## src/rtl/armv4_mem_arbiter_pkg.sv

```systemverilog
// Shared constants for the armv4 memory arbiter: core access-size codes and lane masks.
package armv4_mem_arbiter_pkg;

   // Core ram_size encodings; any other value is treated as a word access.
   localparam logic [1:0] MEM_B  = 2'b00;
   localparam logic [1:0] MEM_H  = 2'b01;
   localparam logic [1:0] MEM_W  = 2'b10;

   localparam logic [3:0] BE_ALL = 4'b1111;

endpackage

```

## src/rtl/armv4_mem_lane.sv

```systemverilog
// Byte-lane steering for B/H/W: store byte enables and replicated data, load extraction.
module armv4_mem_lane
   import armv4_mem_arbiter_pkg::*;
(
   input  logic [1:0]  size,
   input  logic [1:0]  addr_lo,
   input  logic [31:0] wdata,
   input  logic [31:0] mem_rdata,
   output logic [3:0]  be,
   output logic [31:0] mem_wdata,
   output logic [31:0] rdata
);

   always_comb begin
      be        = BE_ALL;
      mem_wdata = wdata;
      rdata     = mem_rdata;
      case (size)
         MEM_B: begin
            be        = 4'b0001 << addr_lo;
            mem_wdata = {4{wdata[7:0]}};
            rdata     = {24'h0, mem_rdata[{addr_lo, 3'b000} +: 8]};
         end
         MEM_H: begin
            be        = addr_lo[1] ? 4'b1100 : 4'b0011;
            mem_wdata = {2{wdata[15:0]}};
            rdata     = {16'h0, (addr_lo[1] ? mem_rdata[31:16] : mem_rdata[15:0])};
         end
         default: ;
      endcase
   end

endmodule

```

## src/rtl/armv4_mem_arbiter.sv

```systemverilog
// Merges the armv4core fetch and data buses onto one req/gnt/rvalid memory port,
// stalling the core through en while the captured accesses are serviced.
module armv4_mem_arbiter
   import armv4_mem_arbiter_pkg::*;
#(
   parameter int ADDR_W   = 32,
   parameter bit RAM_PRIO = 1'b1
) (
   input  logic              clk,
   input  logic              rst,
   output logic              o_core_en,
   input  logic              i_rom_en,
   input  logic [ADDR_W-1:0] i_rom_addr,
   output logic [31:0]       o_rom_data,
   input  logic              i_ram_en,
   input  logic              i_ram_wr,
   input  logic [1:0]        i_ram_size,
   input  logic [ADDR_W-1:0] i_ram_addr,
   input  logic [31:0]       i_ram_wdata,
   output logic [31:0]       o_ram_rdata,
   output logic              o_mem_req,
   output logic              o_mem_wr,
   output logic [3:0]        o_mem_be,
   output logic [ADDR_W-1:0] o_mem_addr,
   output logic [31:0]       o_mem_wdata,
   input  logic              i_mem_gnt,
   input  logic              i_mem_rvalid,
   input  logic [31:0]       i_mem_rdata
);

   typedef enum logic [2:0] {
      IDLE    = 3'd0,
      ISSUE_A = 3'd1,
      WAIT_A  = 3'd2,
      ISSUE_B = 3'd3,
      WAIT_B  = 3'd4,
      DONE    = 3'd5
   } state_t;

   typedef struct packed {
      logic              wr;
      logic [1:0]        size;
      logic [ADDR_W-1:0] addr;
      logic [3:0]        be;
      logic [31:0]       wdata;
   } ram_req_t;

   state_t            state;
   ram_req_t          ram_q;
   logic [ADDR_W-1:0] rom_addr_q;
   logic              cur_ram;
   logic              has_b;

   logic [1:0]        lane_size;
   logic [1:0]        lane_lo;
   logic [3:0]        lane_be;
   logic [31:0]       lane_wdata;
   logic [31:0]       lane_rdata;

   logic              cap_ram_first;
   logic              more;
   logic              b_ram;
   logic [ADDR_W-1:0] b_addr;
   logic [3:0]        b_be;
   logic [31:0]       b_wdata;
   logic              b_wr;
   logic              unused_rom_lo;

   // Lane logic sees the live core request while capturing, the latched one afterwards.
   assign lane_size = (state == IDLE) ? i_ram_size      : ram_q.size;
   assign lane_lo   = (state == IDLE) ? i_ram_addr[1:0] : ram_q.addr[1:0];

   armv4_mem_lane u_lane (
      .size      (lane_size),
      .addr_lo   (lane_lo),
      .wdata     (i_ram_wdata),
      .mem_rdata (i_mem_rdata),
      .be        (lane_be),
      .mem_wdata (lane_wdata),
      .rdata     (lane_rdata)
   );

   assign cap_ram_first = i_ram_en && (RAM_PRIO || !i_rom_en);
   assign more          = ((state == ISSUE_A) || (state == WAIT_A)) && has_b;
   assign b_ram         = ~cur_ram;
   assign b_addr        = b_ram ? {ram_q.addr[ADDR_W-1:2], 2'b00} : {rom_addr_q[ADDR_W-1:2], 2'b00};
   assign b_be          = b_ram ? ram_q.be    : BE_ALL;
   assign b_wdata       = b_ram ? ram_q.wdata : 32'h0;
   assign b_wr          = b_ram & ram_q.wr;
   assign unused_rom_lo = ^rom_addr_q[1:0];

   always_ff @(posedge clk or posedge rst) begin
      if (rst) begin
         state       <= IDLE;
         ram_q       <= '0;
         rom_addr_q  <= '0;
         cur_ram     <= 1'b0;
         has_b       <= 1'b0;
         o_core_en   <= 1'b1;
         o_mem_req   <= 1'b0;
         o_mem_wr    <= 1'b0;
         o_mem_be    <= 4'h0;
         o_mem_addr  <= '0;
         o_mem_wdata <= 32'h0;
         o_rom_data  <= 32'h0;
         o_ram_rdata <= 32'h0;
      end else begin
         case (state)
            IDLE: begin
               if (o_core_en && (i_rom_en || i_ram_en)) begin
                  ram_q       <= '{wr: i_ram_wr, size: i_ram_size, addr: i_ram_addr,
                                   be: lane_be, wdata: lane_wdata};
                  rom_addr_q  <= i_rom_addr;
                  cur_ram     <= cap_ram_first;
                  has_b       <= i_rom_en && i_ram_en;
                  o_core_en   <= 1'b0;
                  o_mem_req   <= 1'b1;
                  o_mem_wr    <= cap_ram_first & i_ram_wr;
                  o_mem_be    <= cap_ram_first ? lane_be : BE_ALL;
                  o_mem_wdata <= cap_ram_first ? lane_wdata : 32'h0;
                  o_mem_addr  <= cap_ram_first ? {i_ram_addr[ADDR_W-1:2], 2'b00}
                                               : {i_rom_addr[ADDR_W-1:2], 2'b00};
                  state       <= ISSUE_A;
               end
            end
            ISSUE_A, ISSUE_B: begin
               if (i_mem_gnt) begin
                  if (!o_mem_wr) begin
                     o_mem_req <= 1'b0;
                     state     <= (state == ISSUE_A) ? WAIT_A : WAIT_B;
                  end else if (more) begin
                     cur_ram     <= b_ram;
                     o_mem_addr  <= b_addr;
                     o_mem_be    <= b_be;
                     o_mem_wdata <= b_wdata;
                     o_mem_wr    <= b_wr;
                     state       <= ISSUE_B;
                  end else begin
                     o_mem_req <= 1'b0;
                     state     <= DONE;
                  end
               end
            end
            WAIT_A, WAIT_B: begin
               if (i_mem_rvalid) begin
                  if (cur_ram) o_ram_rdata <= lane_rdata;
                  else         o_rom_data  <= i_mem_rdata;
                  if (more) begin
                     cur_ram     <= b_ram;
                     o_mem_req   <= 1'b1;
                     o_mem_addr  <= b_addr;
                     o_mem_be    <= b_be;
                     o_mem_wdata <= b_wdata;
                     o_mem_wr    <= b_wr;
                     state       <= ISSUE_B;
                  end else begin
                     state <= DONE;
                  end
               end
            end
            DONE: begin
               o_core_en <= 1'b1;
               state     <= IDLE;
            end
            default: state <= IDLE;
         endcase
      end
   end

endmodule

```

## config.mk

```make
export PLATFORM = sky130hd
export DESIGN_NAME = armv4_mem_arbiter
export DESIGN_NICKNAME = d
export VERILOG_FILES = /design/src/rtl/armv4_mem_arbiter_pkg.sv /design/src/rtl/armv4_mem_lane.sv /design/src/rtl/armv4_mem_arbiter.sv
export SDC_FILE = /design/constraint.sdc
export NUM_CORES = 1
export LEC_CHECK = 0
export CORE_UTILIZATION = 25
export CTS_CLUSTER_SIZE = 8
export DETAILED_ROUTE_END_ITERATION = 8
export PLACE_DENSITY_LB_ADDON = 0.3
export SLEW_MARGIN = 20
export SYNTH_ARGS = -nofsm -noshare
export SYNTH_HDL_FRONTEND = slang
export SYNTH_HIERARCHICAL = 1
export SYNTH_SLANG_ARGS = --single-unit
export TNS_END_PERCENT = 30
```

## constraint.sdc

```tcl
create_clock -name clk -period 14.6 [get_ports clk]
set_input_delay 1.46 -clock clk [delete_from_list [all_inputs] [get_ports clk]]
set_output_delay 1.46 -clock clk [all_outputs]
set_load 0.1 [all_outputs]
```

==> reports/metrics.csv, run 1 <==
stage,metric,value,unit
place,I/O Buffers,267,
timing,# setup viols final,0,
cells_and_area,"commonest non-fill, non-tap cell in the layout",clkdlybuf4s50_1,
cts,CTS tree,done,
grt,first-pass GRT wire length,50100,µm
cells_and_area,P&R area growth vs syn,34.9,%
critical_path,crit path kind,register to output pin,
cts,H-Tree Depth,2,
critical_path,"Max FO, Critical Path",4,
grt,largest net degree at the start of global routing,115,
grt,global route overflow,0,
critical_path,CP peak stage delay,1.18,ns
critical_path,crit path cell chain,clkdlybuf4s50_1,
min_path,HP Class,register to register,
timing,Tcrit/Tclk final,25.6,%
detailed_routing,DRC,0,
cells_and_area,Seq. cell area,5980,µm²
die,Die X,218,µm
timing,unrepaired setup endpoints after global routing,false,
detailed_routing,drt first pass iters,4,
timing,Pins Over Slew Limit,0,
critical_path,WP buf/inv,1,
cells_and_area,fraction of layout cells with a size suffix above 1,25.3,%
grt,Global Route Usage Sum,13.7,%
grt,number of global-route vias before repair,8312,
detailed_routing,Vias,7836,
critical_path,slowest stage cell on the critical path,clkdlybuf4s50_1,
synth,synthesized area,11700,µm²
cells_and_area,fillcell total,4547,
detailed_routing,Initial DRC Count,264,
timing,final hold viol count,0,
timing,clock skew,0.0132,ns
critical_path,"delay-heaviest family, CP",buffers and inverters,
cts,CTS sink cnt,239,
critical_path,Required @ worst endpoint,13.14,ns
synth,Most used DFF post-synth,dfrtp_1,
job,Max-Cap Viols,0,
detailed_routing,Post-DRT Antenna Nets,0,
detailed_routing,WL/cell,19.1,µm
die,num rows,78,
synth,yosys warns,6,
cts,Post-CTS Setup Bufs,0,
cts,clk root buf,clkbuf_16,
synth,ys async rst share,100,%
cells_and_area,area of the multi-input gates,5290,µm²
cts,cts bufs inserted,36,
cells_and_area,layout net count,1248,
timing,Least-Margin Pin Slew,1.07,ns
die,die footprint,47700,µm²
die,Top-Level Pins,272,
synth,post-synthesis cell count,862,
synth,"Seq/Total Area, Yosys",51.1,%
place,Post-DP HPWL,21500,µm
detailed_routing,final wirelength,32700,µm
die,Die Y,218,µm
critical_path,CP endpoint kind,output pin,
timing,relative slew slack,28.1,%
cells_and_area,most frequent cells in the layout,"clkdlybuf4s50_1 (266), dfrtp_1 (237), mux2_2 (179)",
critical_path,crit path DAT,2.28,ns
synth,Mean Syn Cell Area,13.6,µm²
detailed_routing,Avg Vias per Cell,4.57,
status,status,completed,
cells_and_area,n_diodes,0,
timing,final worst path period need,3.74,ns
synth,Post-synth EDFFs,0,
synth,"FF+latch count, synth",239,
cts,clock buffer depth,3,
synth,Yosys cell types,52,
cts,post-CTS resize count,0,
die,Placeable Area,45800,µm²
die,Initial Utilization,25.6,%
timing,setup TNS,0,ns
cts,"Reg clk slew, reported paths",0.05,ns
critical_path,CP startpoint kind,register,
cts,clock latency at the later pin of the worst-skew pair,0.53,ns
timing,FMAX,267,MHz
place,Placer Congestion,0.774,
cts,cts-stage hold buffer count,0,
grt,initial antenna violation count,2,
==> path summary, 6_finish.rpt <==
| path | start | to | slack, ns | cells after the start |
|---|---|---|---|---|
| worst max-delay path | o_core_en$_DFFE_PP1P_ | o_core_en | 10.86 | 1 |
| worst min-delay path | rom_addr_q[25]$_DFFE_PP0P_ | rom_addr_q[25]$_DFFE_PP0P_ | 0.48 | 1 |
| worst max register to register | state[0]$_DFFE_PP0P_ | o_ram_rdata[4]$_DFFE_PP0P_ | 11.16 | 7 |
| worst min register to register | rom_addr_q[25]$_DFFE_PP0P_ | rom_addr_q[25]$_DFFE_PP0P_ | 0.48 | 1 |
| max in group asynchronous | rst | cur_ram$_DFFE_PP0P_ | 11.68 | 3 |
| min in group asynchronous | rst | o_ram_rdata[22]$_DFFE_PP0P_ | 1.47 | 2 |
==> layer usage <==
metal	vias up	wire length, µm	GRT usage, %
met5	-	26	0
met4	4	883	5.31
met3	53	2450	4.08
met2	210	14900	21.9
met1	3951	14400	17.3
li1	3618	-	-
==> logic make-up (layout without fill, tap and decap cells) <==
family          count (synthesis)  count (layout)  share of synthesized area (%)
flops                         239             239                           51.1
xor+xnor                        1               1                         0.0748
mux                           354             354                           33.8
compound gates                105             105                           7.03
simple gates                   81              81                           3.83
other cells                     1               2                         0.0320
buf+inv                        81             333                           4.19
==> final cells by class <==
class	count	share of cell area [%]
tap	600	4.75
clock inverter	1	0.0317
multi-input combinational	543	33.5
clock buffer	41	6.08
timing repair buffer	281	17.5
inverter	10	0.285
sequential	239	37.9
==> Yosys cell counts, types with 2 or more instances <==
| master | instances | area [µm²] |
|---|---|---|
| buf_4 | 16 | 120 |
| nand2_1 | 25 | 93.8 |
| a21oi_1 | 9 | 45.0 |
| a221o_1 | 8 | 80.1 |
| nor2b_1 | 4 | 25.0 |
| and2_1 | 16 | 100 |
| nand2b_1 | 3 | 18.8 |
| o22ai_1 | 5 | 31.3 |
| mux2i_1 | 111 | 1110 |
| a32o_1 | 2 | 20.0 |
| nor2_1 | 15 | 56.3 |
| inv_1 | 10 | 37.5 |
| a31oi_1 | 2 | 12.5 |
| clkbuf_1 | 13 | 48.8 |
| o21bai_1 | 4 | 30.0 |
| mux2_1 | 34 | 383 |
| mux2_4 | 30 | 450 |
| nand3_1 | 2 | 10.0 |
| a22o_1 | 49 | 429 |
| and3_1 | 2 | 12.5 |
| o21ai_0 | 17 | 85.1 |
| mux2_2 | 179 | 2020 |
| dfrtp_1 | 238 | 5960 |
| buf_1 | 6 | 22.5 |
| buf_6 | 13 | 146 |
| buf_2 | 23 | 115 |
==> flip-flops by register name (all words and copies together), names as in the netlist <==
register / count
o_mem_req: 1
cur_ram: 1
o_core_en: 1
o_rom_data: 32
ram_q: 71
o_mem_addr: 30
rom_addr_q: 30
o_mem_wr: 1
has_b: 1
o_mem_wdata: 32
state: 3
o_mem_be: 4
o_ram_rdata: 32
==> per-stage QoR <==
stage	hold slack [ns]	setup slack (ns)	instances	cell area (µm²)	util, %
CTS	0.485	10.77	1715	15800	34.5
floorplan	0.457	6.58	863	11700	-
detailed placement	0.474	10.44	1673	14800	32.4
global route	0.493	10.79	1715	15800	34.5
finish	0.483	10.86	1715	15800	34.5
global placement	0.467	10.45	1673	14800	32.4
Power of run 1 is not shown: default switching activity piles up to over one toggle a cycle in this logic, so the estimate is an artifact.
==> run 2, diff against run 1 <==
Clock period 14.6 ns to 3.85 ns, I/O delays scaled along.
==> reports/metrics.csv, run 2 (synthesis gave the netlist of run 1 again) <==
stage,metric,value,unit
critical_path,slowest stage cell on the critical path,dfrtp_1,
timing,FMAX,340,MHz
grt,Global Route Usage Sum,14.0,%
cts,clock latency at the later pin of the worst-skew pair,0.52,ns
cts,cts-stage hold buffer count,0,
timing,Pins Over Slew Limit,0,
die,Die X,218,µm
die,num rows,78,
timing,Least-Margin Pin Slew,1.06,ns
cts,"Reg clk slew, reported paths",0.06,ns
die,Initial Utilization,25.6,%
critical_path,Required @ worst endpoint,4.30,ns
cells_and_area,max reg flops,71,
timing,clock skew,0.0135,ns
detailed_routing,DRC,0,
die,Top-Level Pins,272,
grt,largest net degree at the start of global routing,75,
cts,clock buffer depth,3,
cells_and_area,n_diodes,0,
detailed_routing,WL/cell,19.1,µm
cells_and_area,P&R area growth vs syn,35.8,%
timing,unrepaired setup endpoints after global routing,false,
cts,CTS tree,done,
detailed_routing,Vias,7906,
critical_path,CP peak stage delay,0.61,ns
critical_path,CP endpoint kind,register,
cts,post-CTS resize count,0,
cts,clk root buf,clkbuf_16,
cells_and_area,fin util,34.8,%
detailed_routing,drt first pass iters,4,
status,status,completed,
place,Post-DP HPWL,22000,µm
timing,Fin Hold WS,0.337,ns
grt,number of global-route vias before repair,8404,
timing,relative slew slack,28.8,%
cts,cts bufs inserted,36,
cells_and_area,largest reg by FF count,ram_q,
cells_and_area,most frequent cells in the layout,"clkdlybuf4s50_1 (266), dfrtp_1 (237), mux2_2 (179)",
place,Placer Congestion,0.784,
detailed_routing,Avg Vias per Cell,4.58,
cts,CTS sink cnt,239,
die,die footprint,47700,µm²
critical_path,crit path cell chain,"or3_1, nand2_1, nand2_1, buf_4, mux2i_1, o21ai_0, a22o_1, mux2_2",
cells_and_area,final instance area,15900,µm²
cells_and_area,fillcell total,4512,
critical_path,"Max FO, Critical Path",20,
timing,# setup viols final,0,
cells_and_area,"commonest non-fill, non-tap cell in the layout",clkdlybuf4s50_1,
critical_path,Reg2Reg Setup Slack,0.91,ns
place,I/O Buffers,267,
cells_and_area,layout net count,1256,
critical_path,crit path DAT,3.39,ns
grt,global route overflow,0,
grt,first-pass GRT wire length,51000,µm
min_path,HP Class,input port to async pin,
timing,final worst path period need,2.94,ns
place,Placed Area,15000,µm²
detailed_routing,final wirelength,33000,µm
grt,initial antenna violation count,2,
timing,setup TNS,0,ns
critical_path,crit path kind,register to register,
job,Max-Cap Viols,0,
cells_and_area,fraction of layout cells with a size suffix above 1,25.5,%
timing,final hold viol count,0,
die,Die Y,218,µm
cts,Post-CTS Setup Bufs,0,
die,Placeable Area,45800,µm²
detailed_routing,Post-DRT Antenna Nets,0,
timing,Tcrit/Tclk final,76.3,%
cts,H-Tree Depth,2,
critical_path,Crit path top cell by count,nand2_1,
critical_path,CP startpoint kind,register,
detailed_routing,Initial DRC Count,389,
-- run 2: changes by cell type in the layout (fill, tap and decap cells not counted), sizes merged --
cell and change:
clkinvlp +1, buf +8, inv -1, clkbuf +3
-- run 2: cell type report --
cell class / count / area [µm²] / share of cell area, %
flip-flops and latches: 239 / 5980 / 37.6
multi-input cells: 543 / 5290 / 33.2
well taps: 600 / 751 / 4.72
clock inverters: 1 / 5.00 / 0.0314
repair buffers: 289 / 2900 / 18.2
clock buffers: 44 / 952 / 5.98
inverters: 10 / 41.3 / 0.259
-- run 2: per-layer routing --
layer,vias up,global-route usage [%],share of wire [%]
li1,3638,-,-
met5,-,0,0.082
met1,4001,17.9,44
met3,50,4.24,7.1
met4,4,4.78,2.2
met2,213,22.2,47
-- run 2: worst max-delay path, delay by kind of cell, from the launching register on --
family | cells | cell delay (ns)
AO/OA/AOI/OAI | 2 | 0.70
buffers and inverters | 1 | 0.36
flip-flops | 1 | 0.61
multiplexers | 2 | 0.27
AND/OR/NAND/NOR | 3 | 0.93
-- run 2: per-stage QoR --
step           setup WS, ns  instances
4_1_cts               0.891       1726
6_report              0.912       1726
3_3_place_gp          0.935       1681
2_1_floorplan         0.332        863
3_5_place_dp          0.906       1681
5_1_grt               0.692       1726
-- run 2: final timing paths --
kind	startpoint	endpoint	cells after the start
min in group clk	i_ram_en	has_b$_DFFE_PP0P_	4
worst min register to register	rom_addr_q[24]$_DFFE_PP0P_	rom_addr_q[24]$_DFFE_PP0P_	1
worst max-delay path	state[2]$_DFFE_PP0P_	o_mem_wdata[27]$_DFFE_PP0P_	8
max in group asynchronous	rst	o_mem_addr[25]$_DFFE_PP0P_	3
worst max register to register	state[2]$_DFFE_PP0P_	o_mem_wdata[27]$_DFFE_PP0P_	8
worst min-delay path	rst	o_mem_addr[2]$_DFFE_PP0P_	2
Power of run 2 is left out for the same reason.
==> run 3, diff against run 2 <==
Clock period 3.85 ns to 2.55 ns, I/O delays scaled along.
==> reports/metrics.csv, run 3 (synthesis gave the netlist of run 1 again) <==
stage,metric,value,unit
status,status,completed,
critical_path,slowest stage cell on the critical path,or3_1,
cts,"Reg clk slew, reported paths",0.05,ns
cts,clock latency at the later pin of the worst-skew pair,0.54,ns
critical_path,Crit path top cell by count,nand2_1,
timing,relative slew slack,60.2,%
cells_and_area,fraction of layout cells with a size suffix above 1,38.3,%
timing,final hold viol count,0,
timing,Least-Margin Pin Slew,0.596,ns
cells_and_area,layout net count,1269,
cells_and_area,"commonest non-fill, non-tap cell in the layout",dfrtp_1,
cts,CTS sink cnt,239,
timing,Pins Over Slew Limit,0,
timing,unrepaired setup endpoints after global routing,false,
die,Die X,218,µm
die,Die Y,218,µm
cells_and_area,P&R area growth vs syn,34.6,%
die,Initial Utilization,25.6,%
cells_and_area,max reg flops,71,
grt,number of global-route vias before repair,8362,
cells_and_area,most frequent cells in the layout,"dfrtp_1 (237), mux2_2 (179), buf_4 (159)",
critical_path,crit path DAT,2.84,ns
grt,Global Route Usage Sum,13.8,%
cells_and_area,largest reg by FF count,ram_q,
timing,setup slack after layout,0.131,ns
detailed_routing,Post-DRT Antenna Nets,0,
cts,H-Tree Depth,2,
die,Top-Level Pins,272,
cts,clock buffer depth,3,
timing,FMAX,413,MHz
min_path,HP Class,input port to register,
critical_path,CP endpoint kind,register,
critical_path,"Max FO, Critical Path",8,
grt,first-pass GRT wire length,50300,µm
detailed_routing,DRC,0,
detailed_routing,Vias,7964,
grt,global route overflow,0,
cts,cts bufs inserted,36,
critical_path,Required @ worst endpoint,2.97,ns
detailed_routing,Initial DRC Count,328,
place,pre-CTS setup slack,0.0727,ns
timing,final worst path period need,2.42,ns
detailed_routing,Avg Vias per Cell,4.57,
job,Max-Cap Viols,0,
critical_path,crit path kind,register to register,
cts,cts-stage hold buffer count,0,
cts,CTS tree,done,
timing,clock skew,0.0202,ns
place,placed cells,1694,
critical_path,crit path cell chain,"or3_1, buf_4, nand2_1, nand2_1, or3b_1, nor2_1, a221o_1, mux2_4",
critical_path,CP peak stage delay,0.46,ns
place,Placer Congestion,0.778,
cells_and_area,n_diodes,0,
place,I/O Buffers,267,
cells_and_area,post-route insts no fill,1743,
die,num rows,78,
detailed_routing,WL/cell,18.8,µm
place,Post-DP HPWL,22100,µm
grt,initial antenna violation count,2,
timing,Tcrit/Tclk final,94.9,%
timing,# setup viols final,0,
die,Placeable Area,45800,µm²
cts,clk root buf,clkbuf_16,
grt,largest net degree at the start of global routing,87,
detailed_routing,final wirelength,32800,µm
critical_path,CP startpoint kind,register,
die,die footprint,47700,µm²
detailed_routing,drt first pass iters,4,
[run 3: final cells by class]
cell class | count | area (µm²)
Clock inverter | 3 | 22.5
Fill cell | 4533 | 30000
Clock buffer | 46 | 980
Inverter | 10 | 41.3
Timing Repair Buffer | 302 | 2710
Multi-Input combinational cell | 543 | 5290
Sequential cell | 239 | 5980
Tap cell | 600 | 751
[run 3: worst paths after layout]
check	start	end	slack, ns	cells past startpoint
worst min register to register	ram_q[48]$_DFFE_PP0P_	ram_q[48]$_DFFE_PP0P_	0.48	1
worst max-delay path	state[0]$_DFFE_PP0P_	o_ram_rdata[4]$_DFFE_PP0P_	0.13	8
worst min-delay path	i_ram_en	has_b$_DFFE_PP0P_	0.21	4
worst max register to register	state[0]$_DFFE_PP0P_	o_ram_rdata[4]$_DFFE_PP0P_	0.13	8
min in group asynchronous	rst	ram_q[38]$_DFFE_PP0P_	0.25	3
max in group asynchronous	rst	o_mem_wdata[22]$_DFFE_PP0P_	1.84	3
[run 3: critical path, delay by kind of cell, from the launching register on]
family	cells	cell delay, ns
mux	1	0.27
simple gates	5	1.16
flops	1	0.40
buf+inv	1	0.20
compound gates	1	0.28
[run 3: what timing repair did]
action	in CTS	in global routing
setup buffers	0	0
endpoints found under the setup margin	0	8
resized for setup	0	1
[run 3: metal layers]
metal	vias up	share of wire, %	track usage (%)
li1	3672	-	-
met1	4013	44	17.5
met2	226	46	21.8
met3	49	7.3	4.19
met4	4	2.4	5.27
met5	-	0.085	0
[run 3: through the flow]
stage | util (%) | TNS, ns | area, µm² | hold slack, ns
5_1_grt | 34.5 | 0 | 15800 | 0.230
3_5_place_dp | 32.3 | 0 | 14800 | 0.476
4_1_cts | 34.5 | 0 | 15800 | 0.181
6_report | 34.5 | 0 | 15800 | 0.212
3_3_place_gp | 32.3 | 0 | 14800 | 0.467
2_1_floorplan | - | -199.47 | 11700 | 0.364
Power of run 3 is left out for the same reason.
